**config.mk**
```make
export PLATFORM = sky130hd
export DESIGN_NAME = regfile_dbg_port
export DESIGN_NICKNAME = d
export VERILOG_FILES = /design/src/rtl/regfile_dbg_pkg.sv /design/src/rtl/regfile_dbg_port.sv
export SDC_FILE = /design/constraint.sdc
export NUM_CORES = 1
export LEC_CHECK = 0
export ABC_CLOCK_PERIOD_IN_PS = 3300
export CORE_MARGIN = 2
export CORE_UTILIZATION = 40
export DETAILED_ROUTE_END_ITERATION = 10
export HOLD_SLACK_MARGIN = 0.03
export PLACE_DENSITY = 0.85
export SETUP_SLACK_MARGIN = 0.02
export SYNTH_ARGS = -nofsm -noshare
export SYNTH_HDL_FRONTEND = slang
export SYNTH_SLANG_ARGS = --single-unit
```
**constraint.sdc**
```tcl
create_clock -name Clk -period 3.3 [get_ports Clk]
set_input_delay 0.33 -clock Clk [delete_from_list [all_inputs] [get_ports Clk]]
set_output_delay 0.33 -clock Clk [all_outputs]
set_load 0.01 [all_outputs]
```
**src/rtl/regfile_dbg_pkg.sv**
```systemverilog
// -----------------------------------------------------------------------------
// regfile_dbg_pkg
// Shared definitions for the register-file debug/test-access port.
// The register-file geometry constants live here so that the register file
// instance and the debug controller are always sized from the same numbers.
// -----------------------------------------------------------------------------
package regfile_dbg_pkg;

  localparam int NUM_REGS = 4;
  localparam int DATA_W   = 8;
  localparam int ADDR_W   = $clog2(NUM_REGS);

  typedef enum logic [1:0] {
    IDLE,
    LOAD,
    DUMP,
    DONE
  } dbg_state_t;

  typedef enum logic {
    OP_LOAD = 1'b0,
    OP_DUMP = 1'b1
  } dbg_op_t;

endpackage

```
**src/rtl/regfile_dbg_port.sv**
```systemverilog
// -----------------------------------------------------------------------------
// regfile_dbg_port
// Debug/test-access controller for the register file. Accepts LOAD/DUMP
// commands over a valid/ready handshake. LOAD streams bytes into consecutive
// registers through the write port; DUMP reads consecutive registers through
// one combinational read port and streams them out through a one-entry output
// register. While busy the controller owns the write port and that read port.
//
// Ports:
//   Clk, Reset            clock, asynchronous active-high reset
//   cmd_valid/ready       command handshake; cmd_op 0=LOAD 1=DUMP,
//   cmd_addr, cmd_len     start register and beat count minus one
//   wr_valid/ready/data   LOAD byte stream in
//   rd_valid/ready/data   DUMP byte stream out, rd_last on the final beat
//   rf_we/waddr/wdata     register-file write port
//   rf_raddr/rf_rdata     register-file combinational read port
//   busy                  high outside IDLE, core must stall
//   done                  one-cycle pulse at command completion
// -----------------------------------------------------------------------------
module regfile_dbg_port #(
  parameter  int NUM_REGS = regfile_dbg_pkg::NUM_REGS,
  parameter  int DATA_W   = regfile_dbg_pkg::DATA_W,
  localparam int ADDR_W   = $clog2(NUM_REGS)
) (
  input  logic              Clk,
  input  logic              Reset,
  input  logic              cmd_valid,
  output logic              cmd_ready,
  input  logic              cmd_op,
  input  logic [ADDR_W-1:0] cmd_addr,
  input  logic [ADDR_W-1:0] cmd_len,
  input  logic              wr_valid,
  output logic              wr_ready,
  input  logic [DATA_W-1:0] wr_data,
  output logic              rd_valid,
  input  logic              rd_ready,
  output logic [DATA_W-1:0] rd_data,
  output logic              rd_last,
  output logic              rf_we,
  output logic [ADDR_W-1:0] rf_waddr,
  output logic [DATA_W-1:0] rf_wdata,
  output logic [ADDR_W-1:0] rf_raddr,
  input  logic [DATA_W-1:0] rf_rdata,
  output logic              busy,
  output logic              done
);

  import regfile_dbg_pkg::*;

  dbg_state_t        state_q, state_d;
  logic [ADDR_W-1:0] ptr_q, ptr_d;
  logic [ADDR_W-1:0] remaining_q, remaining_d;
  logic [DATA_W-1:0] rdData_q, rdData_d;
  logic              rdValid_q, rdValid_d;
  logic              rdLast_q, rdLast_d;

  // Output slot can take a new byte when it is empty or being drained now.
  logic slotFree;
  // Once the last beat sits in the output register nothing is left to fetch.
  logic fetchPending;

  assign slotFree     = !rdValid_q || rd_ready;
  assign fetchPending = !(rdValid_q && rdLast_q);

  // All state, including the DUMP output register, clears asynchronously so
  // the core regains the register-file ports the instant Reset rises.
  always_ff @(posedge Clk or posedge Reset) begin
    if (Reset) begin
      state_q     <= IDLE;
      ptr_q       <= '0;
      remaining_q <= '0;
      rdData_q    <= '0;
      rdValid_q   <= 1'b0;
      rdLast_q    <= 1'b0;
    end else begin
      state_q     <= state_d;
      ptr_q       <= ptr_d;
      remaining_q <= remaining_d;
      rdData_q    <= rdData_d;
      rdValid_q   <= rdValid_d;
      rdLast_q    <= rdLast_d;
    end
  end

  // Next-state and output decode. The pointer wraps naturally because it is
  // exactly ADDR_W bits wide, giving mod-NUM_REGS address arithmetic. In LOAD
  // the write port is a straight combinational pass-through so a byte lands
  // on the same edge as its handshake.
  always_comb begin
    state_d     = state_q;
    ptr_d       = ptr_q;
    remaining_d = remaining_q;
    rdData_d    = rdData_q;
    rdValid_d   = rdValid_q;
    rdLast_d    = rdLast_q;
    cmd_ready   = 1'b0;
    wr_ready    = 1'b0;
    rf_we       = 1'b0;
    rf_wdata    = '0;
    busy        = 1'b1;
    done        = 1'b0;

    case (state_q)
      IDLE: begin
        busy      = 1'b0;
        cmd_ready = 1'b1;
        if (cmd_valid) begin
          ptr_d       = cmd_addr;
          remaining_d = cmd_len;
          state_d     = (dbg_op_t'(cmd_op) == OP_DUMP) ? DUMP : LOAD;
        end
      end

      LOAD: begin
        wr_ready = 1'b1;
        rf_we    = wr_valid;
        rf_wdata = wr_data;
        if (wr_valid) begin
          ptr_d       = ptr_q + 1'b1;
          remaining_d = remaining_q - 1'b1;
          if (remaining_q == '0) begin
            state_d = DONE;
          end
        end
      end

      DUMP: begin
        if (rdValid_q && rd_ready && rdLast_q) begin
          rdValid_d = 1'b0;
          rdLast_d  = 1'b0;
          state_d   = DONE;
        end else if (slotFree && fetchPending) begin
          rdData_d  = rf_rdata;
          rdValid_d = 1'b1;
          rdLast_d  = (remaining_q == '0);
          ptr_d     = ptr_q + 1'b1;
          if (remaining_q != '0) begin
            remaining_d = remaining_q - 1'b1;
          end
        end
      end

      DONE: begin
        done    = 1'b1;
        state_d = IDLE;
      end

      default: begin
        state_d = IDLE;
      end
    endcase
  end

  assign rf_waddr = ptr_q;
  assign rf_raddr = ptr_q;
  assign rd_valid = rdValid_q;
  assign rd_data  = rdData_q;
  assign rd_last  = rdLast_q;

endmodule

```
==> reports/metrics.yaml <==
ys_ff_latch: 16
route.met2.wl_mm: 1.004
insertion_delay_ns: 0.29
die_area_um2: 2645
nNetsFinal: 172
coreArea_um2: 2170
min_period_ns: 2.237
rsz0062_at_grt: "false"
syn-cell-area_um2: 899.6
drt_wl_total_mm: 2.120
cp-end-kind: "output pin"
setup_tns_ns: 0
crit_chain: "inv_1 > ha_1 > and2_1 > clkdlybuf4s50_1"
grt_max_degree: 17
nFillCells: 185
cts_resized: 0
area_growth_pct: 63.28
crit_buf_inv: 2
max-vdd-ir-drop_mv: 0.6827
dp_hpwl_mm: 1.709
drv_slew: 0
syn-instance-count: 87
syn-num-nets: 119
hold_viol_final: 0
path_clk_slew_ns: 0.10
slowest_delay_ns: 0.54
grt_pass1_vias: 849
wl_met3_um: 251
relSlewSlack: 0.5936
antenna_found_initial: 0
cpMaxStageDelayCell: "clkdlybuf4s50_1"
crit_required_ns: 2.97
num_vias: 821
ys_seq_area_frac: 0.4451
path_depth: 4
viasPerCell: 4.916
outcome: "completed"
p_per_area_nw_per_um2: 911.6
crit_type: "reg -> out"
setup.worst_path.start_class: "flop"
dieWidth_um: 51.43
rows: 17
grt_pass1_wl_mm: 3.657
cts_buffers: 3
crit_start: "state_q[1]$_DFFE_PP0P_"
ios: 53
wire_per_inst_um: 12.69
diodes: 0
clock-skew-final_ns: 0.008428
reg2reg_depth: 4
ctsLongestPathBuffers: 2
tightest_slew_ns: 0.6089
gp_congestion: 0.7544
overflow: 0
drtPass1Iterations: 4
drive_gt1_frac: 0.1007
clockRootBuffer: "clkbuf_4"
postCtsSetupBuffers: 0
ant_nets: 0
holdBufCountCts: 0
arrival_ns: 1.91
start_util: 0.4146
drt_iter0_drc: 5
r2r_start: "state_q[0]$_DFFE_PP0P_"
p_total_mw: 1.339
syn_avg_cell_area_um2: 10.34
cts_max_level: 1
numPortBuffers: 52
cpLargestDelayFamily: "buffers and inverters"
setup_viol: 0
hp-class: "in -> async"
max_freq_ghz: 0.4471
drt-met1-wl_um: 829
clock-sinks: 16
die_h_um: 51.43
synth.distinct_cells: 22
cp_max_fo: 12
drv_cap: 0
p_leak_nw: 0.6412
grt_util_all_layers: 0.1864
yosys_warnings: 0
period_share: 0.6778
post-route-util: 0.6770
cts_tree: "yes"
top_layer_used: "met4"
drc: 0
-- synth_stat cells --
| cell type | count | area (µm²) |
|---|---|---|
| a222oi_1 | 1 | 10.01 |
| nand4_1 | 2 | 12.51 |
| nor2_1 | 1 | 3.750 |
| nand2b_1 | 3 | 18.77 |
| a41oi_1 | 2 | 17.52 |
| a21oi_1 | 1 | 5.000 |
| and2_1 | 9 | 56.30 |
| o211ai_1 | 1 | 7.510 |
| buf_4 | 2 | 15.01 |
| nand2_1 | 5 | 18.77 |
| inv_1 | 11 | 41.29 |
| dfrtp_1 | 16 | 400.4 |
| o21a_1 | 1 | 7.510 |
| clkbuf_1 | 2 | 7.510 |
| nand3_1 | 4 | 20.02 |
| mux2_2 | 9 | 101.4 |
| a21boi_2 | 1 | 11.26 |
| mux2i_1 | 3 | 30.03 |
| o21ai_0 | 5 | 25.02 |
| a31oi_1 | 1 | 6.260 |
| a22o_1 | 1 | 8.760 |
| ha_1 | 6 | 75.07 |
-- per-layer routing --
layer / up-vias / GRT usage
met5: - / 0
met4: 0 / 0.07895
met3: 4 / 0.06433
met2: 45 / 0.3205
met1: 373 / 0.2075
li1: 399 / -
-- layout make-up --
| class | count | area [µm²] | area share |
|---|---|---|---|
| timing repair buffer | 52 | 520.5 | 0.3543 |
| multi-input combinational | 56 | 435.4 | 0.2964 |
| sequential | 16 | 400.4 | 0.2726 |
| inverter | 11 | 41.29 | 0.02811 |
| clock buffer | 4 | 36.28 | 0.02470 |
| tap | 28 | 35.03 | 0.02385 |
-- power breakdown --
group | switching (mW) | leakage [nW] | internal (mW)
combinational | 0.365 | 0.435 | 0.473
clock | 0.0651 | 0.0210 | 0.0672
sequential | 0.0689 | 0.185 | 0.299
total | 0.499 | 0.641 | 0.840
-- layout by cell type, fill, tap and decap left out --
master	netlist	final
inv_1	11	11
ha_1	6	6
a31oi_1	1	1
nand2b_1	3	3
o21ai_0	5	5
nor2_1	1	1
clkbuf_8	0	1
o211ai_1	1	1
clkdlybuf4s50_1	0	52
a21oi_1	1	1
nand4_1	2	2
mux2i_1	3	3
nand2_1	5	5
and2_1	9	9
o21a_1	1	1
dfrtp_1	16	16
clkbuf_4	0	3
a41oi_1	2	2
a222oi_1	1	1
nand3_1	4	4
mux2_2	9	9
a21boi_2	1	1
a22o_1	1	1
-- through the flow --
step           setup WS [ns]  cells  cell area (µm²)  hold WS [ns]
2_1_floorplan          1.711     87            899.6        0.2437
3_3_place_gp           1.432    163             1433        0.4903
3_5_place_dp           1.366    163             1433        0.4947
4_1_cts                1.036    167             1469        0.4252
5_1_grt               0.9377    167             1469        0.4716
6_report               1.063    167             1469        0.3948
-- path summary, 6_finish.rpt --
path	slack (ns)	end
setup / recovery	1.06	rf_wdata[5]
setup reg to reg	1.51	rd_data[6]$_DFFE_PP0P_
hold / removal	0.39	rd_data[4]$_DFFE_PP0P_
min in group Clk	0.52	rd_data[6]$_DFFE_PP0P_
hold reg to reg	0.52	rd_data[6]$_DFFE_PP0P_
max in group asynchronous	2.50	rd_valid$_DFFE_PP0P_
-- logic make-up (layout without fill, tap and decap cells) --
kind of cell               count (synthesis)  count (layout)  share of synthesized area
and+or+nand+nor                           24              24                     0.1446
adders and majority gates                  6               6                    0.08345
AOI/OAI and AO/OA                         14              14                     0.1099
DFF                                       16              16                     0.4451
muxes                                     12              12                     0.1460
buffers and inverters                     15              67                    0.07093
-- state kept, by name (all words and copies together) (netlist names) --
| name | count |
|---|---|
| rf_raddr | 2 |
| rd_last | 1 |
| remaining_q | 2 |
| rd_valid | 1 |
| rd_data | 8 |
| state_q | 2 |
Note: power is estimated with default switching activity, not from simulation.
